[config.mk]
export PLATFORM = sky130hd
export DESIGN_NAME = serial_adder
export DESIGN_NICKNAME = d
export VERILOG_FILES = /design/src/rtl/serial_adder.sv
export SDC_FILE = /design/constraint.sdc
export NUM_CORES = 1
export LEC_CHECK = 0
export ABC_AREA = 1
export CAP_MARGIN = 20
export CORE_ASPECT_RATIO = 1.1
export CORE_UTILIZATION = 45
export DETAILED_ROUTE_END_ITERATION = 10
export PLACE_DENSITY = 0.75
export SYNTH_ARGS = -nofsm -noshare
export SYNTH_HDL_FRONTEND = slang
export SYNTH_SLANG_ARGS = --single-unit
[constraint.sdc]
create_clock -name clk -period 1.5 [get_ports clk]
set_input_delay 0.3 -clock clk [delete_from_list [all_inputs] [get_ports clk]]
set_output_delay 0.3 -clock clk [all_outputs]
set_load 0.02 [all_outputs]
[src/rtl/serial_adder.sv]
// rtl/serial_adder.sv - bit-serial WIDTH-bit adder, one full-adder cell iterated LSB first
// One operand bit pair per clock; {C_out, S} = A + B + C after WIDTH shift cycles.
module serial_adder #(
  parameter int WIDTH = 8
) (
  input  logic             clk,
  input  logic             rst,
  input  logic             start,
  input  logic [WIDTH-1:0] A,
  input  logic [WIDTH-1:0] B,
  input  logic             C,
  output logic             busy,
  output logic             done,
  output logic [WIDTH-1:0] S,
  output logic             C_out
);

  localparam int CW = $clog2(WIDTH) + 1;
  localparam logic [CW-1:0] LAST = CW'(WIDTH - 1);

  typedef enum logic [1:0] {IDLE, SHIFT, DONE} state_t;

  state_t           state_q, state_d;
  logic [WIDTH-1:0] a_q, a_d, b_q, b_d, r_q, r_d, s_q, s_d;
  logic             cy_q, cy_d, cout_q, cout_d;
  logic [CW-1:0]    cnt_q, cnt_d;

  logic             sum_bit, carry;
  logic [WIDTH-1:0] r_shift;

  assign sum_bit = a_q[0] ^ b_q[0] ^ cy_q;
  assign carry   = (a_q[0] & b_q[0]) | (a_q[0] & cy_q) | (b_q[0] & cy_q);

  // The new sum bit enters at the MSB so bit 0 ends up in r_shift[0] after WIDTH shifts.
  generate
    if (WIDTH == 1) begin : g_r1
      assign r_shift = sum_bit;
    end else begin : g_rn
      assign r_shift = {sum_bit, r_q[WIDTH-1:1]};
    end
  endgenerate

  always_comb begin
    state_d = state_q;
    a_d     = a_q;
    b_d     = b_q;
    cy_d    = cy_q;
    r_d     = r_q;
    cnt_d   = cnt_q;
    s_d     = s_q;
    cout_d  = cout_q;
    case (state_q)
      SHIFT: begin
        cy_d  = carry;
        a_d   = a_q >> 1;
        b_d   = b_q >> 1;
        r_d   = r_shift;
        cnt_d = cnt_q + CW'(1);
        if (cnt_q == LAST) begin
          s_d     = r_shift;
          cout_d  = carry;
          state_d = DONE;
        end
      end
      default: begin
        state_d = IDLE;
        if (start) begin
          a_d     = A;
          b_d     = B;
          cy_d    = C;
          cnt_d   = '0;
          state_d = SHIFT;
        end
      end
    endcase
  end

  always_ff @(posedge clk or posedge rst) begin
    if (rst) begin
      state_q <= IDLE;
      a_q     <= '0;
      b_q     <= '0;
      cy_q    <= 1'b0;
      r_q     <= '0;
      cnt_q   <= '0;
      s_q     <= '0;
      cout_q  <= 1'b0;
    end else begin
      state_q <= state_d;
      a_q     <= a_d;
      b_q     <= b_d;
      cy_q    <= cy_d;
      r_q     <= r_d;
      cnt_q   <= cnt_d;
      s_q     <= s_d;
      cout_q  <= cout_d;
    end
  end

  assign busy  = (state_q == SHIFT);
  assign done  = (state_q == DONE);
  assign S     = s_q;
  assign C_out = cout_q;

endmodule
* After elaboration in Yosys (flattened, before gate mapping)
Index checks and enable logic that the tools add are counted.
Storage, ports and cells: input bits 20, logic and storage cells 33, output and inout bits 11, flip-flop bits (word level) 40
Operators by class: $add $sub $neg 1, muxes and demuxes 11, equality and inequality tests 4, bitwise operators 7, reduce and logical (&&, ||, !) cells 2
Operator list (number):
- $mux 8 | 4
- $mux 4 | 2
- $add 4x1->4 const B | 1
- $eq 4x3->1 const B | 1
- $mux 2 | 2
- $and 1x1->1 | 3
- $mux 1 | 3
- $eq 2x1->1 const B | 1
- $eq 2x2->1 const B | 1
- $ne 2x1->1 const B | 1
- $or 1x1->1 | 2
- $reduce_and 2->1 | 1
- $reduce_bool 2->1 | 1
- $xor 1x1->1 | 2

* Depth between registers and ports, before layout
Gate-level depths: netlist of run 1.
depth in word-level cells 4, mapped depth 6, depth with buffers taken out 5

* Least setup slack after synthesis of run 1
No wires, ideal clock.
path type flip-flop to flip-flop, start register a_q[0], end register r_q[7], path buffers 0, stages on the path, launching flop included 4, setup slack 0.386 ns, period minus slack after synthesis 1.114 ns, arrival 0.988 ns, data required time 1.374 ns, cells stage by stage dfrtp_1 fa_1 nand2_1 o21ai_0
On the way: cells in the longest elaborated chain, start to end 2
Ends and longest elaborated chain:
- start: declaration | line 24 | logic [WIDTH-1:0] a_q, a_d, b_q, b_d, r_q, r_d, s_q, s_d;
- start signal: assignment | line 81 | a_q <= '0;
- start signal: assignment | line 90 | a_q <= a_d;
- $xor 1x1->1 (2 in a row) | line 31 | assign sum_bit = a_q[0] ^ b_q[0] ^ cy_q;
- via sum_bit | line 28 | logic sum_bit, carry;
- end signal: assignment | line 93 | r_q <= r_d;
- end: declaration | line 24
The timed path passes the listed nets, and every way through them passes these cells. A chain may end at the register's enable or synchronous reset.

* Final worst setup path of run 1
start register state_q[1], end output busy
On the way: cells in the longest elaborated chain, start to end 1
Ends and longest elaborated chain:
- start: declaration | line 23 | state_t state_q, state_d;
- start signal: assignment | line 89 | state_q <= state_d;
- $eq 2x1->1 | line 100 | assign busy = (state_q == SHIFT);
- end: declaration | line 12 | output logic busy,
No other way between the ends.

==> reports/results.tsv, run 1 <==
stage	metric	value	unit
run_status	status	finished, final reports clean	
final_layout	layout cell share with drive strength beyond 1	0.1043	
logic_synthesis	Cell Area, Synth	1699	um^2
logic_synthesis	synth warn	0	
sta	RSZ-0062 raised after global routing	no	
global_route	met2 usage	0.3091	
routing	Total Routed Length	3250	um
sta	Max Clk Rate	689.6	MHz
die	Top Ports	31	
worst_setup_path	CP delay by family, top	flip-flops	
global_route	number of global-route vias before repair	1264	
die	Die ar.	4026	um^2
run	Max Cap Viol	0	
sta	final setup TNS	0	ns
power	P_leak	1.119	nW
sta	Min Hold Slack	0.3480	ns
clock_network	clock buffer depth	2	
worst_setup_path	crit-path max FO	2	
global_route	global-route wire length before repair	5499	um
clock_network	clock-pin slew on the worst setup and hold paths	0.08	ns
worst_setup_path	CP required	1.20	ns
worst_hold_path	class of the worst hold path	in2async	
clock_network	Clock Latency Late Sink	0.29	ns
final_layout	commonest non-fill, non-tap cell in the layout	nand2_1	
worst_setup_path	crit path cell chain	nor2_4, clkdlybuf4s15_1	
clock_network	TritonCTS clock tree	yes	
sta	slew margin rel.	0.7373	
worst_setup_path	Reg2Reg Setup Slack	0.11	ns
clock_network	CTS H-tree depth	2	
final_layout	Area Overhead vs Synth	27.25	%
final_layout	Multi-input gate area	631.9	um^2
worst_setup_path	endpoint type of the worst setup path	primary output	
routing	DRT iter0 DRCs	51	
sta	Final Hold Viols	0	
power	peak supply drop	0.6986	mV
final_layout	FF+latch area	975.9	um^2
routing	vias per inst	4.789	
worst_setup_path	max incr delay on CP	0.41	ns
placement	PortBufs	30	
logic_synthesis	Synth Instances	192	
worst_setup_path	Bufs and invs on worst path	1	
sta	final-report max-slew violation count	0	
global_route	All-Layer GR Usage	0.1915	
logic_synthesis	Unique masters post-synth	16	
worst_setup_path	Worst setup SP type	flop	
die	Core Box Area	3626	um^2
logic_synthesis	Post-Syn Nets	214	
final_layout	post-layout util	0.5963	
die	die height	66.45	um
routing	vias	1341	
final_layout	# diodes	0	
worst_setup_path	Levels on crit path	2	
placement	Placer Congestion	0.7145	
sta	Tcrit/Tclk final	0.9667	
worst_setup_path	CP arrival	1.15	ns
power	pwr dens	1970	nW/um^2
final_layout	FILL cells	358	
worst_setup_path	Reg2Reg Depth	6	
die	Initial Utilization	0.4686	
routing	DRT antenna net count	0	
clock_network	CTS root buf	clkbuf_8	
worst_setup_path	Worst Setup Path Type	reg2out	
global_route	grt total ovfl	0	
sta	actual transition at the worst max-transition pin	0.3936	ns
sta	post-route minimum period	1.450	ns
routing	WL/cell	11.61	um
clock_network	total clock sinks	39	
global_route	global route hottest layer	met2	
die	die width	60.59	um
global_route	met3 usage	0.05479	
power	Design Power	4.259	mW
worst_setup_path	Reg-to-Reg Start	state_q[1]	
sta	Setup-failing EPs final	0	
global_route	initial antenna violation count	0	
final_layout	most frequent cells in the layout	nand2_1, dfrtp_1, nand3_1	
die	num rows	23	
global_route	pin count of the biggest net entering global routing	40	
routing	Post-route DRC	0	
logic_synthesis	Seq cells post-synth	39	
worst_setup_path	worst r2r dst	cnt_q[2]	
logic_synthesis	Seq/Total Area, Yosys	0.5744	
routing	DR pass1 iterations	4	
sta	Final Skew	0.005662	ns
worst_setup_path	slowest CP cell	dfrtp_1	
final_layout	nets@finish	251	
global_route	GR Layer Usage met1	0.2340	
logic_synthesis	Avg Inst Size Synth	8.850	um^2
placement	DP Wirelength	2251	um
clock_network	TritonCTS Buffers	5	
[where the power goes]
group	switching, mW	total [mW]	internal, mW	leakage (nW)
logic	0.985	1.61	0.626	0.557
registers	0.279	1.78	1.50	0.504
clock network	0.373	0.868	0.495	0.0581
[cell families after synthesis]
group | Yosys count | share of synthesized area
AO/OA/AOI/OAI | 4 | 0.01178
adder cells (fa/ha/maj) | 2 | 0.01915
buffers and inverters | 14 | 0.05375
flip-flops | 39 | 0.5744
AND/OR/NAND/NOR | 133 | 0.3409
[through the flow]
stage / setup slack (ns) / cells / instance area [um^2]
finish: 0.04988 / 280 / 2162
global route: 0.01333 / 280 / 2162
CTS: 0.0003711 / 280 / 2165
detailed placement: 0.05554 / 272 / 2066
global placement: 0.06112 / 272 / 2066
floorplan: 0.3107 / 192 / 1699
[Yosys cell counts]
cell type  number  area (um^2)
buf_2           1        5.000
buf_4           4        30.03
buf_6           3        33.78
dfrtp_1        39        975.9
fa_1            1        20.02
ha_1            1        12.51
inv_1           4        15.01
inv_2           2        7.510
nand2_1        91        341.6
nand3_1        33        165.2
nand3b_4        1        20.02
nand4_1         1        6.260
nor2_1          3        11.26
nor2_2          2        12.51
nor2_4          2        22.52
o21ai_0         4        20.02
[layout make-up]
cell class              instances  area share
well taps                      50     0.02894
clock inverters                 3     0.02025
clock buffers                   5     0.03183
inverters                       6     0.01042
multi-input cells             139      0.2922
flip-flops and latches         39      0.4514
repair buffers                 38      0.1649
[tightest hold or removal path: stages]
cell and delay [ns]:
clkdlybuf4s50_1 0.39, inv_1 0.09, buf_12 0.23
[what timing repair did]
action / in CTS / in global routing
gates resized for setup: 11 / 3
endpoints found under the setup margin: 11 / 2
hold buffers: 0 / 0
setup buffers: 0 / 0
[sequential cells by signal, indices dropped and copies added, names as in the netlist]
name,count
C_out,1
state_q,2
S,8
a_q,8
b_q,8
cnt_q,4
r_q,7
cy_q,1
[how the worst max path moves through the flow]
stage | startpoint | to | slack [ns]
finish | state_q[1] | busy | 0.05
global route | state_q[0] | busy | 0.01
CTS | state_q[1] | busy | 0.0004
detailed placement | state_q[1] | done | 0.06
global placement | state_q[1] | busy | 0.06
floorplan | rst | C_out | 0.31
[metal layers]
metal / part of all wire / vias up
met5: 0 / -
met3: 0.043 / 6
li1: - / 686
met4: 0.020 / 0
met1: 0.45 / 611
met2: 0.49 / 38
Note: power is estimated with default switching activity, not from simulation.
==> run 2, diff against run 1 <==
Settings changed: ABC_AREA 1 to unset.
==> run 2 against run 1 <==
Worst hold slack better by 0.032 ns. Final cell count fell by 23%. Total power decreased by 4.6%. Critical path type is now reg2reg. Critical endpoint is now S[7]. Highest routed layer unchanged.
==> reports/results.tsv, run 2 <==
stage	metric	value	unit	change
placement	PortBufs	30		unchanged
routing	uppermost layer routed	met4		
worst_setup_path	CP delay by family, top	flip-flops		
clock_network	clock buffer depth	2		unchanged
clock_network	TritonCTS Buffers	5		unchanged
worst_setup_path	endpoint type of the worst setup path	flop		
logic_synthesis	Synth Instances	130		-32%
final_layout	most frequent cells in the layout	dfrtp_1, clkdlybuf4s50_1, mux2i_1		
power	Design Power	4.064	mW	-4.6%
worst_setup_path	CP required	1.67	ns	+0.47 ns
logic_synthesis	Seq cells post-synth	39		unchanged
logic_synthesis	EDFF count, synth	0		unchanged
worst_setup_path	max incr delay on CP	0.38	ns	-0.03 ns
die	Core Box Area	3655	um^2	+0.79%
placement	placed instance count	208		-24%
global_route	pin count of the biggest net entering global routing	40		unchanged
placement	Placer Congestion	0.7002		-2.0%
sta	Final Hold Viols	0		unchanged
sta	Setup-failing EPs final	0		unchanged
worst_setup_path	Bufs and invs on worst path	0		-1
final_layout	fin area	2147	um^2	-0.69%
worst_setup_path	slowest CP cell	dfrtp_1		
final_layout	commonest non-fill, non-tap cell in the layout	dfrtp_1		
power	peak supply drop	0.6691	mV	-4.2%
logic_synthesis	count leader, synth	dfrtp_1		
final_layout	# diodes	0		unchanged
logic_synthesis	Avg Inst Size Synth	13.20	um^2	+49%
logic_synthesis	top post-synthesis cells by area	dfrtp_1, mux2i_1, mux2_4		
die	die width	60.89	um	+0.50%
routing	Post-route DRC	0		unchanged
final_layout	FILL cells	346		-3.4%
placement	DP Wirelength	2067	um	-8.2%
worst_setup_path	Worst setup SP type	flop		
global_route	number of global-route vias before repair	1100		-13%
clock_network	TritonCTS clock tree	yes		
sta	Final Skew	0.003780	ns	-0.001882 ns
run_status	status	finished, final reports clean		
worst_setup_path	crit path cell chain	ha_1, and4b_4, mux2_2		
routing	vias per inst	4.921		+2.7%
sta	Tcrit/Tclk final	0.9500		-0.01678
worst_hold_path	class of the worst hold path	in2async		
placement	Post-DP Area	2081	um^2	+0.73%
logic_synthesis	top cell type's share of synthesized area	0.5685		-0.005861
die	Initial Utilization	0.4697		+0.001103
logic_synthesis	post-synth top area cell	dfrtp_1		
sta	Max Clk Rate	701.8	MHz	+1.8%
run	Max Cap Viol	0		unchanged
clock_network	total clock sinks	39		unchanged
clock_network	CTS H-tree depth	2		unchanged
clock_network	clock-pin slew on the worst setup and hold paths	0.07	ns	about the same
logic_synthesis	ys flop type	dfrtp_1		
routing	WL/cell	13.47	um	+16%
clock_network	Clock Latency Late Sink	0.28	ns	about the same
clock_network	CTS root buf	clkbuf_8		
routing	vias	1058		-21%
final_layout	Area Overhead vs Synth	25.07	%	
final_layout	post-layout util	0.5875		-0.008803
die	num rows	23		unchanged
die	die height	66.78	um	+0.50%
worst_setup_path	CP arrival	1.59	ns	+0.44 ns
sta	Min Hold Slack	0.3801	ns	+0.03211 ns
clock_network	Setup Fix Bufs, Post-CTS	0		unchanged
global_route	global-route wire length before repair	4850	um	-12%
logic_synthesis	synth warn	0		unchanged
routing	M1 WL	1258	um	-14%
sta	actual transition at the worst max-transition pin	0.2355	ns	-0.1582 ns
power	pwr dens	1893	nW/um^2	-3.9%
die	Top Ports	31		unchanged
logic_synthesis	Cell Area, Synth	1717	um^2	+1.0%
routing	Routed met2 length	1451	um	-8.6%
final_layout	layout cell share with drive strength beyond 1	0.2061		+0.1017
logic_synthesis	most frequent cells after synthesis	dfrtp_1, mux2i_1, nand2_1		
global_route	All-Layer GR Usage	0.1635		-0.02803
logic_synthesis	Unique masters post-synth	22		+6
sta	post-route minimum period	1.425	ns	-0.02518 ns
global_route	grt total ovfl	0		unchanged
power	P_leak	1.029	nW	-8.1%
routing	DR pass1 iterations	2		-2
worst_setup_path	crit-path max FO	6		+4
sta	RSZ-0062 raised after global routing	no		
routing	Total Routed Length	2897	um	-11%
logic_synthesis	Post-Syn Nets	152		-29%
sta	slew margin rel.	0.8425		+0.1052
sta	final-report max-slew violation count	0		unchanged
worst_setup_path	Worst Setup Path Type	reg2reg		
die	Die ar.	4066	um^2	+1.0%
logic_synthesis	Seq/Total Area, Yosys	0.5685		-0.005861
clock_network	Hold-fix buffers, CTS	0		unchanged
routing	DRT antenna net count	0		unchanged
final_layout	nets@finish	188		-25%
routing	DRT iter0 DRCs	36		-29%
logic_synthesis	ys async rst share	1.000		unchanged
final_layout	fin cells	215		-23%
routing	Routed met3 length	169	um	+21%
global_route	initial antenna violation count	0		unchanged
==> run 2: changes by cell type in the layout (fill, tap and decap cells not counted), moves of 3 or more <==
cell and change:
inv_1 -3, nand2_1 -74, mux2_2 +10, o21ai_0 +12, mux2_4 +8, mux2i_1 +18
nand3_1 -32, buf_4 -4
==> run 2: power breakdown <==
group	internal, mW	switching (mW)
Clock	0.309	0.318
Combinational	0.852	0.775
Sequential	1.52	0.286
Total	2.69	1.38
==> run 2: cell families (layout without fill, tap and decap cells) <==
group           Yosys count  after routing  synth area share
buf+inv                   9             43           0.04227
mux                      36             36            0.2405
simple gates             26             27           0.07288
compound gates           17             17           0.05175
flops                    39             39            0.5685
xor+xnor                  1              1          0.005103
fa+ha+maj                 2              2           0.01895
==> run 2: layout make-up <==
cell class	count	area (um^2)	area share
inverters	1	3.754	0.001748
well taps	50	62.56	0.02914
multi-input cells	83	679.4	0.3164
repair buffers	36	352.8	0.1643
flip-flops and latches	39	975.9	0.4545
clock buffers	6	72.57	0.03380
==> run 2: stage by stage <==
step / worst slack, ns / TNS, ns
after global routing: 0.008269 / 0
after CTS: 0.01433 / 0
after detailed placement: -0.01169 / -0.02241
final: 0.07505 / 0
after floorplan: 0.1468 / 0
after global placement: 0.03400 / 0
==> run 2: final timing paths <==
check | startpoint | to | slack, ns | cells past startpoint
min in group clk | b_q[3] | b_q[2] | 0.49 | 2
min reg2reg | b_q[3] | b_q[2] | 0.49 | 2
max in group asynchronous | rst | r_q[7] | 0.93 | 3
max reg2reg | cnt_q[0] | S[7] | 0.08 | 3
max | cnt_q[0] | S[7] | 0.08 | 3
min | rst | r_q[1] | 0.38 | 3
==> run 2: worst min-delay path: stages <==
cell and delay [ns]:
clkdlybuf4s50_1 0.40, inv_1 0.10, buf_12 0.23
==> run 2: what timing repair did <==
item,4_1_cts,5_1_grt
gates resized for setup,13,3
setup endpoints to repair,11,5
pin swaps,0,1
cloned,0,1
==> run 2: layer usage <==
metal	GRT usage	up-vias
li1	-	516
met1	0.2050	510
met2	0.2734	30
met3	0.05825	2
met4	0.02557	0
met5	0	-
